<file path="config.mk">
export PLATFORM = sky130hd
export DESIGN_NAME = pad_bank_io_flat
export DESIGN_NICKNAME = d
export VERILOG_FILES = /design/src/rtl/pad_bank_pkg.sv /design/src/rtl/pad_bank_if.sv /design/src/rtl/pad_bank_chan.sv /design/src/rtl/pad_bank_io.sv /design/src/flat_wrapper.sv
export SDC_FILE = /design/constraint.sdc
export NUM_CORES = 1
export LEC_CHECK = 0
export CAP_MARGIN = 0
export CORE_ASPECT_RATIO = 1.5
export CORE_UTILIZATION = 44
export DETAILED_ROUTE_END_ITERATION = 8
export GPL_ROUTABILITY_DRIVEN = 0
export HOLD_SLACK_MARGIN = 0.1
export MAX_ROUTING_LAYER = met4
export PLACE_DENSITY_LB_ADDON = 0.15
export SYNTH_ARGS = -nofsm -noshare
export SYNTH_HDL_FRONTEND = slang
export SYNTH_SLANG_ARGS = --single-unit
</file>
<file path="constraint.sdc">
create_clock -name clock -period 1.3 [get_ports clock]
set_input_delay 0.26 -clock clock [delete_from_list [all_inputs] [get_ports clock]]
set_output_delay 0.26 -clock clock [all_outputs]
set_load 0.005 [all_outputs]
</file>
<file path="src/rtl/pad_bank_pkg.sv">
// Shared types and sizing helpers for the pad bank: per-pad FSM state and
// counter width derivation used by the channel logic.
package pad_bank_pkg;

   typedef enum logic [1:0] {
      PAD_HIZ   = 2'd0,
      PAD_WAIT  = 2'd1,
      PAD_DRIVE = 2'd2
   } pad_state_t;

   localparam int DEF_N_PADS      = 4;
   localparam int DEF_SYNC_STAGES = 2;
   localparam int DEF_FILT_LEN    = 3;
   localparam int DEF_TURN_CYCLES = 2;

   // Bits needed for a counter that holds 0 .. max_count-1, never less than one.
   function automatic int cnt_width(input int max_count);
      return (max_count <= 2) ? 1 : $clog2(max_count);
   endfunction

endpackage

</file>
<file path="src/rtl/pad_bank_if.sv">
// Core-side and pad-side bus of the pad bank; the bank itself sits on the
// slave modport, the core/pad environment on the master modport.
interface pad_bank_if
   import pad_bank_pkg::*;
#(
   parameter int N_PADS = DEF_N_PADS
);

   logic [N_PADS-1:0] out_val;
   logic [N_PADS-1:0] oe_req;
   logic              hiz_all;
   logic [N_PADS-1:0] pad_i;
   logic [N_PADS-1:0] in_val;
   logic [N_PADS-1:0] in_rise;
   logic [N_PADS-1:0] in_fall;
   logic [N_PADS-1:0] drv;
   logic [N_PADS-1:0] pad_o;
   logic [N_PADS-1:0] pad_t;

   modport master (
      output out_val, oe_req, hiz_all, pad_i,
      input  in_val, in_rise, in_fall, drv, pad_o, pad_t
   );

   modport slave (
      input  out_val, oe_req, hiz_all, pad_i,
      output in_val, in_rise, in_fall, drv, pad_o, pad_t
   );

endinterface

</file>
<file path="src/rtl/pad_bank_chan.sv">
// One bidirectional pad: HIZ/WAIT/DRIVE turnaround FSM, registered output data,
// and a synchronised, glitch-filtered input path with edge pulses.
module pad_bank_chan
   import pad_bank_pkg::*;
#(
   parameter int   SYNC_STAGES = DEF_SYNC_STAGES,
   parameter int   FILT_LEN    = DEF_FILT_LEN,
   parameter int   TURN_CYCLES = DEF_TURN_CYCLES,
   parameter logic IDLE_BIT    = 1'b0
) (
   input  logic clock,
   input  logic reset,
   input  logic out_val,
   input  logic oe_req,
   input  logic hiz,
   input  logic pad_i,
   output logic in_val,
   output logic in_rise,
   output logic in_fall,
   output logic drv,
   output logic pad_o,
   output logic pad_t
);

   localparam int FW = cnt_width(FILT_LEN);
   localparam int TW = cnt_width((TURN_CYCLES > 0) ? TURN_CYCLES : 1);
   localparam logic [FW-1:0] FILT_LAST = FW'(FILT_LEN - 1);
   localparam logic [TW-1:0] WAIT_LAST = TW'((TURN_CYCLES > 0) ? TURN_CYCLES - 1 : 0);

   pad_state_t state, next_state;
   logic [TW-1:0] wait_cnt, wait_cnt_next;
   logic          request;
   logic          is_drive;

   logic [SYNC_STAGES-1:0] sync_q;
   logic                   synced;
   logic                   filt_q;
   logic [FW-1:0]          filt_cnt;
   logic                   rise_q;
   logic                   fall_q;
   logic                   pad_o_q;

   assign request  = oe_req & ~hiz;
   assign is_drive = (state == PAD_DRIVE);

   always_ff @(posedge clock) begin
      if (reset) begin
         state    <= PAD_HIZ;
         wait_cnt <= '0;
      end else begin
         state    <= next_state;
         wait_cnt <= wait_cnt_next;
      end
   end

   // Losing the request (or a bank-wide hiz) always drops straight back to HIZ.
   always_comb begin
      next_state    = state;
      wait_cnt_next = '0;
      case (state)
         PAD_HIZ: begin
            if (request) begin
               next_state = (TURN_CYCLES > 0) ? PAD_WAIT : PAD_DRIVE;
            end
         end
         PAD_WAIT: begin
            if (!request) begin
               next_state = PAD_HIZ;
            end else if (wait_cnt == WAIT_LAST) begin
               next_state = PAD_DRIVE;
            end else begin
               wait_cnt_next = wait_cnt + 1'b1;
            end
         end
         PAD_DRIVE: begin
            if (!request) begin
               next_state = PAD_HIZ;
            end
         end
         default: next_state = PAD_HIZ;
      endcase
   end

   always_ff @(posedge clock) begin
      if (reset) begin
         sync_q  <= {SYNC_STAGES{IDLE_BIT}};
         pad_o_q <= 1'b0;
      end else begin
         sync_q  <= {sync_q[SYNC_STAGES-2:0], pad_i};
         pad_o_q <= out_val;
      end
   end

   assign synced = sync_q[SYNC_STAGES-1];

   // While driving we see our own output, so track it silently instead of
   // filtering; this keeps the release from DRIVE free of spurious edges.
   always_ff @(posedge clock) begin
      if (reset) begin
         filt_q   <= IDLE_BIT;
         filt_cnt <= '0;
         rise_q   <= 1'b0;
         fall_q   <= 1'b0;
      end else if (is_drive) begin
         filt_q   <= synced;
         filt_cnt <= '0;
         rise_q   <= 1'b0;
         fall_q   <= 1'b0;
      end else begin
         rise_q <= 1'b0;
         fall_q <= 1'b0;
         if (synced == filt_q) begin
            filt_cnt <= '0;
         end else if (filt_cnt == FILT_LAST) begin
            filt_q   <= synced;
            filt_cnt <= '0;
            rise_q   <= synced;
            fall_q   <= ~synced;
         end else begin
            filt_cnt <= filt_cnt + 1'b1;
         end
      end
   end

   assign in_val  = is_drive ? IDLE_BIT : filt_q;
   assign in_rise = rise_q & ~is_drive;
   assign in_fall = fall_q & ~is_drive;
   assign drv     = is_drive;
   assign pad_t   = ~is_drive;
   assign pad_o   = pad_o_q;

endmodule

</file>
<file path="src/rtl/pad_bank_io.sv">
// Bank of N_PADS independent bidirectional pad channels; this level only fans
// out the bank-wide hiz_all and wires each channel onto the bus bits.
module pad_bank_io
   import pad_bank_pkg::*;
#(
   parameter int                N_PADS      = DEF_N_PADS,
   parameter int                SYNC_STAGES = DEF_SYNC_STAGES,
   parameter int                FILT_LEN    = DEF_FILT_LEN,
   parameter int                TURN_CYCLES = DEF_TURN_CYCLES,
   parameter logic [N_PADS-1:0] IDLE_VAL    = '0
) (
   input logic       clock,
   input logic       reset,
   pad_bank_if.slave bus
);

   logic [N_PADS-1:0] hiz_fan;

   assign hiz_fan = {N_PADS{bus.hiz_all}};

   for (genvar i = 0; i < N_PADS; i++) begin : g_chan
      pad_bank_chan #(
         .SYNC_STAGES (SYNC_STAGES),
         .FILT_LEN    (FILT_LEN),
         .TURN_CYCLES (TURN_CYCLES),
         .IDLE_BIT    (IDLE_VAL[i])
      ) u_chan (
         .clock   (clock),
         .reset   (reset),
         .out_val (bus.out_val[i]),
         .oe_req  (bus.oe_req[i]),
         .hiz     (hiz_fan[i]),
         .pad_i   (bus.pad_i[i]),
         .in_val  (bus.in_val[i]),
         .in_rise (bus.in_rise[i]),
         .in_fall (bus.in_fall[i]),
         .drv     (bus.drv[i]),
         .pad_o   (bus.pad_o[i]),
         .pad_t   (bus.pad_t[i])
      );
   end

endmodule

</file>
<file path="src/flat_wrapper.sv">
// flat-port wrapper written by rule: the top's interface ports become plain ports
module pad_bank_io_flat import pad_bank_pkg::*;
#(
   parameter int                N_PADS      = DEF_N_PADS,
   parameter int                SYNC_STAGES = DEF_SYNC_STAGES,
   parameter int                FILT_LEN    = DEF_FILT_LEN,
   parameter int                TURN_CYCLES = DEF_TURN_CYCLES,
   parameter logic [N_PADS-1:0] IDLE_VAL    = '0
)
  (clock, reset, bus_out_val, bus_oe_req, bus_hiz_all, bus_pad_i, bus_in_val, bus_in_rise, bus_in_fall, bus_drv, bus_pad_o, bus_pad_t);
  pad_bank_if #(.N_PADS(N_PADS)) bus_i ();
  input logic clock;
  input logic reset;
  input wire logic [$bits(bus_i.out_val)-1:0] bus_out_val;
  input wire logic [$bits(bus_i.oe_req)-1:0] bus_oe_req;
  input wire logic [$bits(bus_i.hiz_all)-1:0] bus_hiz_all;
  input wire logic [$bits(bus_i.pad_i)-1:0] bus_pad_i;
  output wire logic [$bits(bus_i.in_val)-1:0] bus_in_val;
  output wire logic [$bits(bus_i.in_rise)-1:0] bus_in_rise;
  output wire logic [$bits(bus_i.in_fall)-1:0] bus_in_fall;
  output wire logic [$bits(bus_i.drv)-1:0] bus_drv;
  output wire logic [$bits(bus_i.pad_o)-1:0] bus_pad_o;
  output wire logic [$bits(bus_i.pad_t)-1:0] bus_pad_t;
  assign bus_i.out_val = bus_out_val;
  assign bus_i.oe_req = bus_oe_req;
  assign bus_i.hiz_all = bus_hiz_all;
  assign bus_i.pad_i = bus_pad_i;
  assign bus_in_val = bus_i.in_val;
  assign bus_in_rise = bus_i.in_rise;
  assign bus_in_fall = bus_i.in_fall;
  assign bus_drv = bus_i.drv;
  assign bus_pad_o = bus_i.pad_o;
  assign bus_pad_t = bus_i.pad_t;
  pad_bank_io #(.N_PADS(N_PADS), .SYNC_STAGES(SYNC_STAGES), .FILT_LEN(FILT_LEN), .TURN_CYCLES(TURN_CYCLES), .IDLE_VAL(IDLE_VAL)) u_core (.clock(clock), .reset(reset), .bus(bus_i));
endmodule
</file>
==> impl_metrics.tcl, run 1 <==
set metrics [dict create \
    mostFrequentLayoutCells "sky130_fd_sc_hd__dfxtp_1 (34), sky130_fd_sc_hd__buf_4 (32), sky130_fd_sc_hd__buf_6 (21), sky130_fd_sc_hd__clkdlybuf4s50_1 (14), sky130_fd_sc_hd__nor2b_1 (12)" \
    crit_path_end_kind "primary output" \
    mostFrequentLayoutCell "sky130_fd_sc_hd__dfxtp_1" \
    worst_path_dominant_cell_family "flip-flops" \
    vias 1316 \
    max_freq_ghz 0.723 \
    floorplan.die.height_um 80.0 \
    per_instance_average_area_after_synthesis_um2 10.4 \
    route.detailed.vias_per_inst 4.80 \
    leakage_nw 1.07 \
    die-area_um2 4320 \
    io_pins 39 \
    antenna_diode_instance_count 0 \
    multiInputGateArea_um2 772 \
    setup.worst_path.start_class "flip-flop" \
    final_setup_violation_count 4 \
    path_depth 4 \
    r2r_cells 5 \
    worstSetupPathType "reg2out" \
    worstPathRequired_ns 1.04 \
    post_synth_net_total 190 \
    port-buffer-count 38 \
    crit_path_cell_trace "nand2b_4, buf_6, and2_1, buf_2" \
    post_synthesis_register_bit_count 44 \
    finalHoldViolCount 0 \
    cts.hold.buffers_added 0 \
    drtAntennaViolNets 0 \
    pwr_density_cell_nw_per_um2 940 \
    design.core.area_um2 3920 \
    post_synthesis_instance_total 171 \
    ys.warnings.count 0 \
    timing.reg2reg.setup_slack_ns 0.02 \
    worstPathArrival_ns 1.12 \
    fin_skew_ns 0.00324 \
    critical_path_peak_fanout 4 \
    timing_worst_slew_pin_value_ns 0.201 \
    dp_cells 253 \
    final.setup.tns_ns -0.237 \
    drtIter0Drc 7 \
    failed_checks "negative setup slack" \
    endpoint_worst_hold "u_core.g_chan[3].u_chan.filt_cnt[0]$_SDFF_PP0_" \
    fin_crit_ns 1.38 \
    flow.area_growth_from_synthesis_pct 42.6 \
    timing.critical_path.slowest_cell_delay_ns 0.40 \
    std_cell_rows 28 \
    tritoncts_buffers 5 \
    route.detailed.drc 0 \
    worst_slew_margin_pct 86.6 \
    clk_transition_reported_paths_ns 0.07 \
    via_count_of_the_first_global_routing_pass 1383 \
    cts_htree_levels 2 \
    critical_path_cell_with_the_highest_stage_delay "sky130_fd_sc_hd__dfxtp_1" \
    synth-seq-area-share_pct 49.4 \
    min_path_type "reg2reg" \
    hpwlAfterDp_um 2320 \
    vdd_drop_max_mv 1.01 \
    regToRegEndpoint "u_core.g_chan[1].u_chan.filt_cnt[0]$_SDFF_PP0_" \
    largest_net_degree_at_the_start_of_global_routing 13 \
    timing.final.crit_share_pct 106 \
    path_buf_inv 2 \
    power_w 0.00239 \
    global_route.overflow_total 0 \
    final_nets 247 \
    setup_ws_ns -0.0825 \
    tritoncts_num_sinks 44 \
    groute.usage.overall_pct 18.7 \
    wire_length_after_detailed_routing_um 3350 \
    ctsRootBufferMaster "sky130_fd_sc_hd__clkbuf_8" \
    post_synth_instance_area_um2 1780 \
    cts_tree "built" \
    post_synth_num_cell_types 20 \
    clk_latency_ns 0.29 \
    number_of_antenna_violations_at_the_first_check_in_global_routing 0 \
    clock_path_buffers 2 \
    outcome "finished, violations left" \
    floorplan.initialDensity_pct 45.5 \
    worst_hold_path.num_cells 1 \
    hold_path.startpoint "u_core.g_chan[3].u_chan.filt_cnt[0]$_SDFF_PP0_" \
    final-max-slew-violation-count 0 \
    wl_per_cell_um 12.2 \
    rr_startpoint "u_core.g_chan[1].u_chan.state[0]$_SDFFE_PP0P_" \
    detail_route.first_pass.iterations 4 \
    layout.cells.non_filler 274 \
    unrepaired_setup_endpoints_after_global_routing "yes" \
    drive_gt1_share_pct 49.8 \
    sequential_cell_area_um2 893 \
    maxCapViolations 0 \
    fill_cell_instance_count_of_the_final_layout 346 \
    grt_first_pass_wirelength_um 5730 \
    die_width_um 54.0 \
]
metal layers:
| metal | up-vias | routed length [µm] | global-route usage (%) |
|---|---|---|---|
| met5 | - | 0 | - |
| met4 | 0 | 76 | 8.46 |
| met3 | 10 | 137 | 5.14 |
| met2 | 34 | 1870 | 32.1 |
| met1 | 609 | 1270 | 19.0 |
| li1 | 663 | - | - |
synth_stat cells (all sizes together):
cell type  number  area share, %
nor2           13            2.7
and4b           8            4.5
inv             8            2.2
or4             4            2.5
dfxtp          44             49
a21oi           8            2.2
nand3b          8            3.4
xnor2           4            2.0
clkbuf          2           0.42
o21ai           4            1.1
nand2b          4            3.1
and2           12            4.8
buf            24             10
nand2           4           0.84
nor4b           4            2.0
nor2b          12            4.2
ha              4            2.8
a211oi          4            1.7
power breakdown:
group,internal (W),switching (W),total [W]
clock,0.000433,0.000414,0.000847
sequential,0.00138,0.0000150,0.00139
combinational,0.0000993,0.0000537,0.000153
how the worst max path moves through the flow:
stage	start	endpoint	slack, ns
final	u_core.g_chan[2].u_chan.state[1]$_SDFFE_PP0P_	bus_in_val[2]	-0.08
after global routing	u_core.g_chan[2].u_chan.state[0]$_SDFFE_PP0P_	bus_in_val[2]	-0.11
after CTS	u_core.g_chan[2].u_chan.state[0]$_SDFFE_PP0P_	bus_in_fall[2]	-0.09
after detailed placement	reset	u_core.g_chan[3].u_chan.wait_cnt$_SDFF_PP0_	-0.28
after global placement	reset	u_core.g_chan[3].u_chan.filt_cnt[0]$_SDFF_PP0_	-0.21
after floorplan	u_core.g_chan[0].u_chan.filt_cnt[0]$_SDFF_PP0_	u_core.g_chan[0].u_chan.filt_cnt[0]$_SDFF_PP0_	0.07
registers in the layout (all words and copies together), names as in the netlist:
register	cells
u_core.g_chan.u_chan.filt_cnt	8
u_core.g_chan.u_chan.state	8
u_core.g_chan.u_chan.sync_q	8
u_core.g_chan.u_chan.fall_q	4
u_core.g_chan.u_chan.filt_q	4
u_core.g_chan.u_chan.pad_o	4
u_core.g_chan.u_chan.rise_q	4
u_core.g_chan.u_chan.wait_cnt	4
through the flow:
stage	setup slack (ns)	hold WS (ns)	util, %	area [µm²]
6_report	-0.0825	0.398	64.8	2540
2_1_floorplan	0.0723	0.388	-	1780
3_5_place_dp	-0.277	0.402	56.6	2220
3_3_place_gp	-0.214	0.397	56.6	2220
5_1_grt	-0.115	0.408	64.8	2540
4_1_cts	-0.0895	0.413	61.3	2410
logic make-up after synthesis:
logic type / count (synthesis) / share of synthesized area (%)
and+or+nand+nor: 69 / 28.0
buffers and inverters: 34 / 12.8
DFF: 44 / 49.4
adders and majority gates: 4 / 2.81
xor gates and xnor gates: 4 / 1.96
AOI/OAI and AO/OA: 16 / 5.05
layout make-up:
type                       instances  share of cell area, %
sequential                        44                   35.1
multi-input combinational         93                   30.3
timing repair buffer              76                   27.2
clock buffer                       8                   3.54
tap                               45                   2.21
inverter                           8                   1.57
repair_timing:
| action | in CTS | in global routing |
|---|---|---|
| gates resized for setup | 106 | 35 |
| setup buffers | 12 | 1 |
| gates cloned | 0 | 0 |
| pin swaps | 12 | 0 |
| setup endpoints to repair | 24 | 32 |
Note: power is estimated with default switching activity, not from simulation.
==> run 2: changes to the inputs <==
clock period = 1.2 ns   (was 1.3 ns; I/O delays follow)
==> impl_metrics.tcl, run 2 (synthesis results as in run 1) <==
set metrics [dict create \
    vdd_drop_max_mv 1.02 \
    drtAntennaViolNets 0 \
    floorplan.initialDensity_pct 45.5 \
    endpoint_worst_hold "u_core.g_chan[3].u_chan.sync_q[0]$_SDFF_PP0_" \
    antenna_diode_instance_count 0 \
    clk_transition_reported_paths_ns 0.08 \
    path_buf_inv 2 \
    max_freq_ghz 0.730 \
    met2_wirelength_um 1830 \
    timing.hold.ws_ns 0.319 \
    critical_path_peak_fanout 5 \
    crit_path_cell_trace "nand2b_4, buf_6, and2_4, buf_6" \
    timing.critical_path.slowest_cell_delay_ns 0.33 \
    largest_net_degree_at_the_start_of_global_routing 14 \
    dr_wl_met3_um 169 \
    design.core.area_um2 3920 \
    pre_cts_ws_ns -0.338 \
    critPathMostFrequentCell "sky130_fd_sc_hd__buf_6" \
    biggest_regs "u_core.g_chan.u_chan.filt_cnt: 8 flops, u_core.g_chan.u_chan.state: 8 flops, u_core.g_chan.u_chan.sync_q: 8 flops" \
    drtIter0Drc 10 \
    timing_worst_slew_pin_value_ns 0.215 \
    port-buffer-count 38 \
    setup_ws_ns -0.171 \
    cts_tree "built" \
    final-max-slew-violation-count 0 \
    number_of_antenna_violations_at_the_first_check_in_global_routing 0 \
    via_count_of_the_first_global_routing_pass 1339 \
    rr_startpoint "u_core.g_chan[1].u_chan.state[0]$_SDFFE_PP0P_" \
    failed_checks "negative setup slack" \
    clock_path_buffers 2 \
    wl_per_cell_um 12.3 \
    worst_path_dominant_cell_family "flip-flops" \
    crit_path_end_kind "primary output" \
    finalHoldViolCount 0 \
    power_w 0.00277 \
    io_pins 39 \
    flow.area_growth_from_synthesis_pct 47.3 \
    grt_first_pass_wirelength_um 5480 \
    maxUsedRoutingLayer "met4" \
    timing.final.crit_share_pct 114 \
    groute.usage.overall_pct 18.2 \
    final.setup.tns_ns -2.01 \
    startpoint "u_core.g_chan[0].u_chan.state[0]$_SDFFE_PP0P_" \
    wire_length_after_detailed_routing_um 3440 \
    vias 1348 \
    hpwlAfterDp_um 2320 \
    drt-met1-wl_um 1340 \
    detail_route.first_pass.iterations 4 \
    maxCapViolations 0 \
    clk_latency_ns 0.29 \
    fill_cell_instance_count_of_the_final_layout 317 \
    unrepaired_setup_endpoints_after_global_routing "yes" \
    std_cell_rows 28 \
    mostFrequentLayoutCells "sky130_fd_sc_hd__buf_4 (36), sky130_fd_sc_hd__dfxtp_1 (35), sky130_fd_sc_hd__buf_6 (24), sky130_fd_sc_hd__clkdlybuf4s50_1 (13), sky130_fd_sc_hd__nor2b_1 (12)" \
    global_route.overflow_total 0 \
    critical_path_cell_with_the_highest_stage_delay "sky130_fd_sc_hd__dfxtp_2" \
    dp_cells 258 \
    tritoncts_num_sinks 44 \
    worstSetupPathType "reg2out" \
    die-area_um2 4320 \
    regToRegEndpoint "u_core.g_chan[1].u_chan.filt_cnt[1]$_SDFF_PP0_" \
    layout.cells.non_filler 279 \
    r2r_cells 5 \
    worstPathRequired_ns 0.96 \
    outcome "finished, violations left" \
    cts.hold.buffers_added 0 \
    leakage_nw 1.12 \
    hold_path.startpoint "reset" \
    setup.worst_path.start_class "flip-flop" \
    min_path_type "in2reg" \
    sequential_cell_area_um2 892 \
    ctsRootBufferMaster "sky130_fd_sc_hd__clkbuf_8" \
    die_width_um 54.0 \
    pwr_density_cell_nw_per_um2 1050 \
    mostFrequentLayoutCell "sky130_fd_sc_hd__buf_4" \
    multiInputGateArea_um2 800 \
    route.detailed.drc 0 \
    cts_htree_levels 2 \
    final_setup_violation_count 25 \
    fin_crit_ns 1.37 \
    fin_skew_ns 0.00413 \
    drive_gt1_share_pct 53.0 \
    worst_slew_margin_pct 85.4 \
    timing.reg2reg.setup_slack_ns -0.08 \
    worst_hold_path.num_cells 3 \
    route.detailed.vias_per_inst 4.83 \
    floorplan.die.height_um 80.0 \
    worstPathArrival_ns 1.13 \
    final_nets 252 \
    tritoncts_buffers 5 \
]
-- run 2: final cells by class --
cell class | instances | share of cell area [%]
inverter | 8 | 1.52
tap | 45 | 2.14
clock buffer | 6 | 2.76
clock inverter | 2 | 1.33
timing repair buffer | 81 | 27.9
multi-input combinational | 93 | 30.4
sequential | 44 | 33.9
-- run 2: per-stage QoR --
| stage | util (%) | cell area (µm²) |
|---|---|---|
| floorplan | - | 1790 |
| global placement | 57.8 | 2270 |
| detailed placement | 57.8 | 2270 |
| CTS | 65.0 | 2550 |
| global route | 67.0 | 2630 |
| finish | 67.0 | 2630 |
-- run 2: report_power, final --
group / switching (W) / total [W] / internal (W)
clock: 0.000470 / 0.00109 / 0.000617
sequential: 0.0000159 / 0.00151 / 0.00149
combinational: 0.0000631 / 0.000179 / 0.000116
total: 0.000549 / 0.00277 / 0.00222
-- run 2: timing repair --
item | in CTS | in global routing
resized for setup | 130 | 24
endpoints found under the setup margin | 35 | 42
buffers inserted | 12 | 3
pin swaps | 12 | 7
-- run 2: worst register-to-register path, cell delays in order, from the launching register on --
cell and delay, ns:
sky130_fd_sc_hd__dfxtp_2 0.33, sky130_fd_sc_hd__nand2b_4 0.14, sky130_fd_sc_hd__buf_6 0.11, sky130_fd_sc_hd__inv_4 0.04, sky130_fd_sc_hd__or4_4 0.49, sky130_fd_sc_hd__nor2_1 0.11
-- run 2: worst max path at each step --
stage	endpoint	slack, ns	cells past startpoint
CTS	bus_in_fall[3]	-0.17	4
detailed placement	u_core.g_chan[0].u_chan.wait_cnt$_SDFF_PP0_	-0.34	6
finish	bus_in_val[0]	-0.17	4
global route	bus_in_fall[3]	-0.21	4
floorplan	u_core.g_chan[0].u_chan.filt_cnt[0]$_SDFF_PP0_	0.007	4
global placement	u_core.g_chan[2].u_chan.filt_cnt[1]$_SDFF_PP0_	-0.29	4
-- run 2: layer usage --
layer,vias up,track usage [%]
li1,671,-
met1,630,19.1
met2,38,29.8
met3,9,5.71
met4,0,8.97
met5,-,-
